$ cat config.mk
export PLATFORM = sky130hd
export DESIGN_NAME = gcd_controller
export DESIGN_NICKNAME = d
export VERILOG_FILES = /design/src/rtl/gcd_pkg.sv /design/src/rtl/gcd_iter_cnt.sv /design/src/rtl/gcd_controller.sv
export SDC_FILE = /design/constraint.sdc
export NUM_CORES = 1
export LEC_CHECK = 0
export BUFFER_PORTS_ARGS = -buffer_cell sky130_fd_sc_hd__clkbuf_2
export CORE_UTILIZATION = 25
export CTS_BUF_LIST = sky130_fd_sc_hd__clkbuf_2 sky130_fd_sc_hd__clkbuf_4 sky130_fd_sc_hd__clkbuf_8
export DETAILED_ROUTE_END_ITERATION = 6
export GPL_TIMING_DRIVEN = 0
export PLACE_DENSITY = 0.52
export SLEW_MARGIN = 0
export SYNTH_ARGS = -nofsm -noshare
export SYNTH_HDL_FRONTEND = slang
export SYNTH_HIERARCHICAL = 1
export SYNTH_SLANG_ARGS = --single-unit
$ cat constraint.sdc
create_clock -name clk -period 2.9 [get_ports clk]
set_input_delay 0.58 -clock clk [delete_from_list [all_inputs] [get_ports clk]]
set_output_delay 0.58 -clock clk [all_outputs]
set_load 0.03 [all_outputs]
$ cat src/rtl/gcd_pkg.sv
// Shared types and constants for the GCD controller slice.
// Holds the binary-encoded FSM state type and the iteration counter width.
package gcd_pkg;

   localparam int ITER_W = 16;

   typedef enum logic [2:0] {
      IDLE   = 3'd0,
      LOAD_A = 3'd1,
      LOAD_B = 3'd2,
      CALC   = 3'd3,
      DONE   = 3'd4
   } state_t;

   // True when exactly one comparator flag is set; anything else terminates CALC.
   function automatic logic flags_one_hot(input logic lt, input logic gt, input logic eq);
      return (lt ^ gt ^ eq) & ~(lt & gt & eq);
   endfunction

endpackage

$ cat src/rtl/gcd_iter_cnt.sv
// Subtraction counter: cleared on an accepted start, counts each subtraction,
// saturates at MAX_ITER and flags the terminal value.
module gcd_iter_cnt
   import gcd_pkg::*;
#(
   parameter int MAX_ITER = 65535
) (
   input  logic              clk,
   input  logic              rst,
   input  logic              clr,
   input  logic              inc,
   output logic [ITER_W-1:0] cnt,
   output logic              at_max
);

   localparam logic [ITER_W-1:0] LIMIT = ITER_W'(MAX_ITER);

   logic [ITER_W-1:0] cnt_r;

   // Count register with saturation at the limit.
   always_ff @(posedge clk) begin
      if (rst) begin
         cnt_r <= {ITER_W{1'b0}};
      end else if (clr) begin
         cnt_r <= {ITER_W{1'b0}};
      end else if (inc && (cnt_r != LIMIT)) begin
         cnt_r <= cnt_r + ITER_W'(1);
      end else begin
         cnt_r <= cnt_r;
      end
   end

   assign cnt    = cnt_r;
   assign at_max = (cnt_r == LIMIT);

endmodule

$ cat src/rtl/gcd_controller.sv
// Control FSM for the subtractive GCD datapath: sequences operand loads,
// steers the subtractor muxes and aborts when the iteration limit is hit.
module gcd_controller
   import gcd_pkg::*;
#(
   parameter int MAX_ITER = 65535
) (
   input  logic              clk,
   input  logic              rst,
   input  logic              start,
   input  logic              data_valid,
   input  logic              lt,
   input  logic              gt,
   input  logic              eq,
   output logic              data_req,
   output logic              ldA,
   output logic              ldB,
   output logic              sel1,
   output logic              sel2,
   output logic              sel_in,
   output logic              busy,
   output logic              done,
   output logic              err,
   output logic [ITER_W-1:0] iter_cnt
);

   state_t state_r;
   state_t next_state_s;
   logic   abort_r;
   logic   abort_set_s;
   logic   cnt_clr_s;
   logic   cnt_inc_s;
   logic   at_max_s;

   gcd_iter_cnt #(
      .MAX_ITER (MAX_ITER)
   ) u_iter_cnt (
      .clk    (clk),
      .rst    (rst),
      .clr    (cnt_clr_s),
      .inc    (cnt_inc_s),
      .cnt    (iter_cnt),
      .at_max (at_max_s)
   );

   // State register.
   always_ff @(posedge clk) begin
      if (rst) begin
         state_r <= IDLE;
      end else begin
         state_r <= next_state_s;
      end
   end

   // Abort flag: remembered from the limit hit in CALC until the next accepted start.
   always_ff @(posedge clk) begin
      if (rst) begin
         abort_r <= 1'b0;
      end else if (cnt_clr_s) begin
         abort_r <= 1'b0;
      end else if (abort_set_s) begin
         abort_r <= 1'b1;
      end else begin
         abort_r <= abort_r;
      end
   end

   // Next-state and output decode.
   always_comb begin
      next_state_s = state_r;
      data_req     = 1'b0;
      ldA          = 1'b0;
      ldB          = 1'b0;
      sel1         = 1'b0;
      sel2         = 1'b0;
      sel_in       = 1'b0;
      done         = 1'b0;
      err          = 1'b0;
      abort_set_s  = 1'b0;
      cnt_clr_s    = 1'b0;
      cnt_inc_s    = 1'b0;
      case (state_r)
         IDLE: begin
            if (start) begin
               next_state_s = LOAD_A;
               cnt_clr_s    = 1'b1;
            end else begin
               next_state_s = IDLE;
            end
         end
         LOAD_A: begin
            data_req = 1'b1;
            if (data_valid) begin
               ldA          = 1'b1;
               next_state_s = LOAD_B;
            end else begin
               next_state_s = LOAD_A;
            end
         end
         LOAD_B: begin
            data_req = 1'b1;
            if (data_valid) begin
               ldB          = 1'b1;
               next_state_s = CALC;
            end else begin
               next_state_s = LOAD_B;
            end
         end
         CALC: begin
            // Equality wins over the limit so a result found on the last allowed step is clean.
            if (eq || !flags_one_hot(lt, gt, eq)) begin
               next_state_s = DONE;
            end else if (at_max_s) begin
               next_state_s = DONE;
               abort_set_s  = 1'b1;
            end else if (gt) begin
               sel1      = 1'b1;
               sel_in    = 1'b1;
               ldA       = 1'b1;
               cnt_inc_s = 1'b1;
            end else begin
               sel2      = 1'b1;
               sel_in    = 1'b1;
               ldB       = 1'b1;
               cnt_inc_s = 1'b1;
            end
         end
         DONE: begin
            done         = 1'b1;
            err          = abort_r;
            next_state_s = IDLE;
         end
         default: begin
            next_state_s = IDLE;
         end
      endcase
      busy = (state_r != IDLE);
   end

endmodule

==> results of run 1 <==
[final cells by class]
class                      count  area (sq um)  share of cell area, %
inverter                       5          26.3                   1.76
timing repair buffer          35           185                   12.4
clock buffer                   4          55.1                   3.69
sequential                    20           409                   27.4
buffer                         5          45.0                   3.02
tap                           52          65.1                   4.36
multi-input combinational    100           706                   47.3
[metal layers]
layer,global-route usage (%),share of wire [%],up-vias
li1,-,-,575
met1,16.2,47,553
met2,21.3,47,40
met3,2.47,4.7,4
met4,6.35,1.5,0
met5,0,0,-
[cells in the mapped netlist, drive strengths merged (3+ instances only)]
cell / n
a21oi: 7
buf: 3
clkbuf: 3
dfxtp: 20
inv: 5
nand2: 9
nand3: 5
nand4: 7
nor2: 13
nor3: 4
o21ai: 6
o31ai: 4
or3: 6
or4: 5
xnor2: 3
[cell usage in the layout, fill, tap and decap left out, types with 5 or more instances in the layout]
cell      instances
clkbuf_2         32
nand4_1           7
buf_4             6
dfxtp_1          17
nor2_1           13
nand2_1           9
o21ai_0           5
a21oi_1           7
clkbuf_8          5
or3_1             5
[cells by family after synthesis]
family          count (synthesis)
mux                             2
buf+inv                        11
xor+xnor                        4
simple gates                   64
flops                          20
fa+ha+maj                       1
compound gates                 29
[state kept, by name, summed over array words and instances, names as in the netlist]
signal          cells
abort_r             1
state_r             3
u_iter_cnt/cnt     16
[how the worst max path moves through the flow]
stage                                  start                 end  slack [ns]  cells after the start
final                      u_iter_cnt/cnt[0]  u_iter_cnt/cnt[13]        0.17                     10
after global routing      u_iter_cnt/cnt[12]  u_iter_cnt/cnt[14]        0.01                     11
after CTS                  u_iter_cnt/cnt[9]  u_iter_cnt/cnt[13]        0.02                     10
after detailed placement   u_iter_cnt/cnt[1]   u_iter_cnt/cnt[9]       -0.12                     11
after global placement     u_iter_cnt/cnt[0]  u_iter_cnt/cnt[13]       -0.08                     11
after floorplan            u_iter_cnt/cnt[1]  u_iter_cnt/cnt[13]        0.05                     11
[metrics by stage]
step / instances / instance area (sq um) / total power, mW / setup TNS (ns) / util, %
floorplan: 131 / 1170 / 0.341 / 0 / -
global placement: 214 / 1390 / 0.363 / -0.215 / 32.0
detailed placement: 214 / 1390 / 0.364 / -0.490 / 32.0
CTS: 220 / 1460 / 0.580 / 0 / 33.6
global route: 221 / 1490 / 0.601 / 0 / 34.3
finish: 221 / 1490 / 0.571 / 0 / 34.3
[power groups by stage]
stage               sequential (mW)  combinational, mW  clock [mW]
detailed placement            0.283             0.0801           0
finish                        0.277             0.0796       0.215
global placement              0.284             0.0794           0
CTS                           0.277             0.0804       0.223
floorplan                     0.283             0.0576           0
global route                  0.277             0.0868       0.236
[critical path: cells and delay by family, from the launching register on]
family	cells	cell delay [ns]
compound gates	1	0.16
flops	1	0.37
buf+inv	2	0.23
simple gates	6	1.73
fa+ha+maj	1	0.17
[timing repair]
action	4_1_cts	5_1_grt
pin swaps	0	1
resized for setup	0	4
setup endpoints to repair	6	7
hold buffers	0	0
setup buffers	2	2
gates cloned	0	0
==> flow_summary.json, run 1 <==
{
  "r2r_slack_ns": 0.17,
  "final_nets": 178,
  "synth_flop_cell": "dfxtp_1",
  "cp_slowest_cell": "or4_4",
  "fillCellCount": 452,
  "gr-usage-all-layers_pct": 13.0,
  "synth_top_area_share_pct": 35.2,
  "clk_pin_slew_worst_paths_ns": 0.08,
  "end_kind": "flop",
  "seq_power_share_pct": 48.5,
  "max-vdd-ir-drop_mv": 0.177,
  "start_util_pct": 26.1,
  "drtIter0Drc": 86,
  "rsz0062_at_grt": "false",
  "cp_max_fo": 8,
  "synth_edf_count": 0,
  "ys_seq_area_share_pct": 35.2,
  "avgRoutedWirePerCell_um": 13.7,
  "synthAdderAreaFrac_pct": 1.10,
  "pwr-share-clk_pct": 37.6,
  "ys_async_sr_fraction_pct": 0,
  "ant_nets": 0,
  "cts_tree": "done",
  "relSlewSlack_pct": 54.4,
  "holdPathStages": 1,
  "grt_overflow_total": 0,
  "io_buffers": 31,
  "p_leak_nw": 0.590,
  "p_int_uw": 426,
  "min-delay-start": "abort_r",
  "switching_share_pct": 25.5,
  "netlist_area_sq_mm": 0.00114,
  "ys_warn_count": 6,
  "place_ws_ns": -0.116,
  "cp_cell_sequence": "ha_4, nand4_1, nor4_4, or4_4, buf_6, inv_8, nand4_1, or3_4, or4_1, a21oi_1",
  "fin_hold_ws_ns": 0.480,
  "p_comb_share_pct": 13.9,
  "antenna_found_initial": 0,
  "fin_crit_ns": 2.73,
  "hold_viol_final": 0,
  "boundaryPins": 32,
  "cp_slowest_stage_delay_ns": 0.52,
  "drv_cap": 0,
  "synth-xor-area-share_pct": 3.08,
  "dr.pass1.iters": 4,
  "avgSynthCellArea_sq_um": 8.68,
  "power_switching_uw": 146,
  "start_kind": "flop",
  "core_sq_mm": 0.00435,
  "setup_viol": 0,
  "synth_compound_area_share_pct": 19.3,
  "drive_gt1_share_pct": 35.5,
  "hold_path_class": "reg2reg",
  "powerDensity_mw_per_mm2": 383,
  "die_height_um": 69.5,
  "layout_worst_path_cycle_share_pct": 94.1,
  "die_width_um": 69.5,
  "netlist_instances": 131,
  "synth.net_count": 139,
  "synth-seq-cells": 20,
  "post_synth_main_area_contributors": "dfxtp_1, nor2_1, nand4_1, or3_1, a21oi_1",
  "yosys.area_share.simple_pct": 33.6,
  "wl_um": 3030,
  "ff2ff_path_depth": 10,
  "clk_latency_ns": 0.26,
  "grt_pass1_vias": 1128,
  "routabilityCongestion": 0.731,
  "cpMostUsedCell": "nand4_1",
  "required_ns": 3.09,
  "setup_ws_ns": 0.170,
  "insertedDiodeCount": 0,
  "skew_ns": 0.00384,
  "grt_start_max_net_pins": 12,
  "grt_pass1_wl_um": 5090,
  "r2r_start": "u_iter_cnt/cnt[0]",
  "cts-root-buf": "clkbuf_8",
  "synth_top_cell_by_area": "dfxtp_1",
  "via_per_inst": 5.30,
  "dp_hpwl_um": 2140,
  "cts.path.max_buffers": 2,
  "rows": 24,
  "min_to": "abort_r",
  "cts_buffers": 3,
  "critical_path_arrival_ns": 2.92,
  "fmax_mhz": 366,
  "die-area_sq_mm": 0.00482,
  "regToRegEndpoint": "u_iter_cnt/cnt[13]",
  "cts.sinks": 20,
  "vias": 1172,
  "drc": 0,
  "outcome": "finished, final reports clean",
  "htree_levels": 1,
  "synth_top_family_by_area": "simple AND/OR/NAND/NOR gates",
  "yosysUniqueCellTypes": 46,
  "drv_slew": 0,
  "synthMuxAreaShare_pct": 1.76,
  "synthToLayoutAreaGrowth_pct": 31.1,
  "tightest_slew_ns": 0.675,
  "critPathKind": "reg2reg"
}
(Power assumes the default switching activity.)
==> run 2, diff against run 1 <==
BUFFER_PORTS_ARGS = -buffer_cell sky130_fd_sc_hd__buf_4   (was -buffer_cell sky130_fd_sc_hd__clkbuf_2)
==> run 2 against run 1 <==
Sequential power about the same. Highest routed layer unchanged. Wire length decreased by 3.2%. Maximum frequency decreased by 2.6%. Core utilization increased by 1.4 points. Largest power group unchanged. First-iteration DRC count decreased by 44%. Flip-flop and latch count unchanged. Clock power decreased by 9.8%. Non-clock buffer count decreased by 2. Critical path depth unchanged.
==> flow_summary.json, run 2 (synthesis gave the netlist of run 1 again) <==
{
  "grt_pass1_wl_um": 5190,
  "hold_viol_final": 0,
  "min_to": "abort_r",
  "insertedDiodeCount": 0,
  "tightest_slew_ns": 0.650,
  "totalNegativeSetupSlack_ns": 0,
  "fin_crit_ns": 2.80,
  "grt_overflow_total": 0,
  "drv_cap": 0,
  "fillCellCount": 456,
  "grt_pass1_vias": 1145,
  "rows": 24,
  "mostFrequentLayoutCell": "buf_4",
  "ant_nets": 0,
  "place_inst": 214,
  "rsz0062_at_grt": "true",
  "cts.sinks": 20,
  "htree_levels": 1,
  "required_ns": 3.08,
  "regToRegEndpoint": "u_iter_cnt/cnt[13]",
  "r2r_slack_ns": 0.1,
  "dr.pass1.iters": 4,
  "die_width_um": 69.5,
  "wl_um": 2930,
  "synthToLayoutAreaGrowth_pct": 36.6,
  "critPathKind": "reg2reg",
  "fmax_mhz": 357,
  "outcome": "finished, final reports clean",
  "end_kind": "flop",
  "via_per_inst": 5.21,
  "routabilityCongestion": 0.698,
  "place_ws_ns": -0.161,
  "setup_ws_ns": 0.0977,
  "dp_hpwl_um": 2150,
  "cp_max_fo": 8,
  "powerDensity_mw_per_mm2": 360,
  "max-vdd-ir-drop_mv": 0.151,
  "post-route-util_pct": 35.7,
  "layout_worst_path_cycle_share_pct": 96.6,
  "grt_start_max_net_pins": 12,
  "skew_ns": 0.00161,
  "final_cells": 219,
  "drive_gt1_share_pct": 35.3,
  "antenna_found_initial": 0,
  "p_leak_nw": 0.604,
  "final_cell_mix": "buf_4, dfxtp_1, nor2_1",
  "start_kind": "flop",
  "avgRoutedWirePerCell_um": 13.4,
  "vias": 1140,
  "cts_buffers": 3,
  "die-area_sq_mm": 0.00482,
  "r2r_start": "u_iter_cnt/cnt[1]",
  "min-delay-start": "abort_r",
  "drc": 0,
  "start_util_pct": 26.1,
  "gr-usage-all-layers_pct": 13.0,
  "cts.path.max_buffers": 2,
  "holdPathStages": 1,
  "drv_slew": 0,
  "clk_latency_ns": 0.25,
  "relSlewSlack_pct": 56.0,
  "largest_reg_flops": 16,
  "core_sq_mm": 0.00435,
  "io_buffers": 31,
  "cts_tree": "done",
  "p_total_uw": 559,
  "clk_pin_slew_worst_paths_ns": 0.07,
  "critical_path_arrival_ns": 2.99,
  "cts-root-buf": "clkbuf_8",
  "final_nets": 176,
  "hold_path_class": "reg2reg",
  "boundaryPins": 32,
  "drtIter0Drc": 48,
  "die_height_um": 69.5,
  "ff2ff_path_depth": 10,
  "setup_viol": 0
}
run 2: cell types whose count changed in the layout (fill, tap and decap cells not counted), sizes merged:
cell	change
buf	+29
clkbuf	-31
run 2: how the worst max path moves through the flow:
stage	to	startpoint	depth (start not counted)
floorplan	u_iter_cnt/cnt[13]	u_iter_cnt/cnt[1]	11
global placement	u_iter_cnt/cnt[13]	u_iter_cnt/cnt[0]	11
detailed placement	u_iter_cnt/cnt[13]	u_iter_cnt/cnt[0]	11
CTS	u_iter_cnt/cnt[13]	u_iter_cnt/cnt[12]	10
global route	u_iter_cnt/cnt[13]	u_iter_cnt/cnt[1]	10
finish	u_iter_cnt/cnt[13]	u_iter_cnt/cnt[1]	10
run 2: layer usage:
metal / track usage (%) / up-vias / share of wire (%)
met5: 0 / - / 0
met4: 5.67 / 0 / 1.6
met3: 2.76 / 4 / 4.4
met2: 22.8 / 24 / 48
met1: 15.2 / 536 / 46
li1: - / 576 / -
run 2: through the flow:
step	cell area [sq um]	hold WS [ns]
after CTS	1530	0.485
after global routing	1550	0.523
after floorplan	1170	0.432
after detailed placement	1470	0.464
after global placement	1470	0.460
final	1550	0.478
run 2: worst max-delay path, stage by stage, from the launching register on:
cell	delay [ns]
dfxtp_4	0.37
ha_4	0.17
nand4_1	0.16
nor4_4	0.08
or4_4	0.52
buf_6	0.16
inv_8	0.07
nand4_1	0.18
or3_4	0.43
or4_4	0.43
a21oi_2	0.16
run 2: layout make-up:
cell class,count,area (sq um),area share [%]
multi-input cells,100,713,45.9
flip-flops and latches,20,408,26.2
repair buffers,33,248,15.9
well taps,52,65.1,4.19
clock buffers,4,48.8,3.14
plain buffers,5,45.0,2.90
inverters,5,26.3,1.69
run 2: report_power, final:
part	total [mW]	internal [mW]	switching, mW	leakage, nW
combinational	0.0874	0.0360	0.0514	0.415
clock	0.194	0.107	0.0874	0.0262
sequential	0.277	0.276	0.00132	0.163
run 2: what timing repair did:
| item | 4_1_cts | 5_1_grt |
|---|---|---|
| hold buffers | 0 | 0 |
| buffers inserted | 1 | 1 |
| endpoints found under the setup margin | 6 | 6 |
| resized for setup | 2 | 3 |
| pin swaps | 1 | 1 |
==> run 3, diff against run 2 <==
CTS_BUF_LIST = not set   (was sky130_fd_sc_hd__clkbuf_2 sky130_fd_sc_hd__clkbuf_4 sky130_fd_sc_hd__clkbuf_8)
==> run 3 against run 2 <==
Count of clock-buffer cells in the layout unchanged. Maximum frequency about the same. Sequential share of layout area rose by 0.063 points. Hold slack about the same. Largest cell class unchanged. First-iteration DRC count stayed put. Final cell count unchanged.
==> flow_summary.json, run 3 (synthesis gave the netlist of run 1 again) <==
{
  "outcome": "finished, final reports clean",
  "clk_latency_ns": 0.25,
  "largest_reg_flops": 16,
  "cp_cell_sequence": "ha_4, nand4_1, nor4_4, or4_4, buf_6, inv_8, nand4_1, or3_4, or4_4, a21oi_2",
  "vias": 1144,
  "core_sq_mm": 0.00435,
  "boundaryPins": 32,
  "hold_path_class": "reg2reg",
  "post-route-util_pct": 35.6,
  "cts-root-buf": "clkbuf_8",
  "r2r_slack_ns": 0.1,
  "powerDensity_mw_per_mm2": 354,
  "wl_um": 2930,
  "fillCellCount": 457,
  "rows": 24,
  "ff2ff_path_depth": 10,
  "avgRoutedWirePerCell_um": 13.4,
  "cts.sinks": 20,
  "htree_levels": 1,
  "cts_tree": "done",
  "drtIter0Drc": 48,
  "skew_ns": 0.00194,
  "tightest_slew_ns": 0.662,
  "mostFrequentLayoutCell": "buf_4",
  "fmax_mhz": 357,
  "cp_slowest_stage_delay_ns": 0.52,
  "setup_viol": 0,
  "holdBufCountCts": 0,
  "relSlewSlack_pct": 55.2,
  "start_kind": "flop",
  "gr-usage-all-layers_pct": 12.8,
  "required_ns": 3.09,
  "die-area_sq_mm": 0.00482,
  "cts.path.max_buffers": 2,
  "insertedDiodeCount": 0,
  "grt_start_max_net_pins": 12,
  "holdPathStages": 1,
  "critPathKind": "reg2reg",
  "p_leak_nw": 0.601,
  "hold_viol_final": 0,
  "io_buffers": 31,
  "clk_pin_slew_worst_paths_ns": 0.07,
  "grt_pass1_vias": 1124,
  "drc": 0,
  "via_per_inst": 5.22,
  "place_ws_ns": -0.161,
  "final_nets": 176,
  "drv_slew": 0,
  "grt_pass1_wl_um": 5120,
  "regToRegEndpoint": "u_iter_cnt/cnt[13]",
  "final_cell_mix": "buf_4, dfxtp_1, nor2_1",
  "antenna_found_initial": 0,
  "rsz0062_at_grt": "true",
  "drv_cap": 0,
  "die_width_um": 69.5,
  "fin_crit_ns": 2.80,
  "start_util_pct": 26.1,
  "dp_hpwl_um": 2150,
  "ant_nets": 0,
  "end_kind": "flop",
  "layout_worst_path_cycle_share_pct": 96.6,
  "cp_max_fo": 8,
  "critical_path_arrival_ns": 2.99,
  "cp_slowest_cell": "or4_4",
  "multi_input_area_sq_um": 713,
  "synthToLayoutAreaGrowth_pct": 36.3,
  "grt_overflow_total": 0,
  "min-delay-start": "abort_r",
  "dr.pass1.iters": 4,
  "cts_buffers": 3,
  "p_total_uw": 549,
  "setup_ws_ns": 0.0983,
  "max-vdd-ir-drop_mv": 0.159,
  "routabilityCongestion": 0.698,
  "die_height_um": 69.5,
  "drive_gt1_share_pct": 34.7,
  "r2r_start": "u_iter_cnt/cnt[1]",
  "min_to": "abort_r",
  "regArea_sq_um": 408
}
run 3: cell types whose count changed in the layout (fill, tap and decap cells not counted):
cell,delta
clkbuf_4,-1
clkbuf_1,+1
run 3: per-stage QoR:
stage	TNS, ns	instance area (sq um)	cells	hold WS (ns)
6_report	0	1550	219	0.478
5_1_grt	-0.0343	1550	219	0.523
4_1_cts	0	1530	218	0.485
3_5_place_dp	-0.446	1470	214	0.464
3_3_place_gp	-0.230	1470	214	0.460
2_1_floorplan	0	1170	131	0.432
run 3: critical path: cells and delay by family (launching register included):
family	cells	cell delay, ns
AND/OR/NAND/NOR	6	1.80
adder cells (fa/ha/maj)	1	0.17
buffers and inverters	2	0.23
flip-flops	1	0.37
AO/OA/AOI/OAI	1	0.16
run 3: what timing repair did:
item | 4_1_cts | 5_1_grt
endpoints found under the setup margin | 6 | 6
pin swaps | 1 | 1
gates resized for setup | 2 | 3
buffers inserted | 1 | 1
run 3: worst max path at each step:
stage,endpoint,slack [ns],cells past startpoint,from
2_1_floorplan,u_iter_cnt/cnt[13],0.05,11,u_iter_cnt/cnt[1]
6_report,u_iter_cnt/cnt[13],0.1,10,u_iter_cnt/cnt[1]
4_1_cts,u_iter_cnt/cnt[13],0.04,10,u_iter_cnt/cnt[12]
3_3_place_gp,u_iter_cnt/cnt[13],-0.08,11,u_iter_cnt/cnt[0]
3_5_place_dp,u_iter_cnt/cnt[13],-0.16,11,u_iter_cnt/cnt[0]
5_1_grt,u_iter_cnt/cnt[13],-0.02,10,u_iter_cnt/cnt[1]
run 3: cell type report:
type | instances | share of cell area (%)
buffer | 5 | 2.91
tap | 52 | 4.20
timing repair buffer | 33 | 16.0
inverter | 5 | 1.69
clock buffer | 4 | 2.91
multi-input combinational | 100 | 46.0
sequential | 20 | 26.3
run 3: routing by layer:
metal | global-route usage, % | share of wire [%] | vias to the layer above
li1 | - | - | 578
met1 | 15.1 | 46 | 536
met2 | 22.3 | 48 | 26
met3 | 2.76 | 4.5 | 4
met4 | 4.99 | 1.4 | 0
met5 | 0 | 0 | -
run 3: power by group:
part           leakage, nW  switching, mW  internal, mW  total [mW]
registers            0.163        0.00132         0.276       0.277
clock network       0.0228         0.0874        0.0975       0.185
logic                0.415         0.0514        0.0360      0.0874
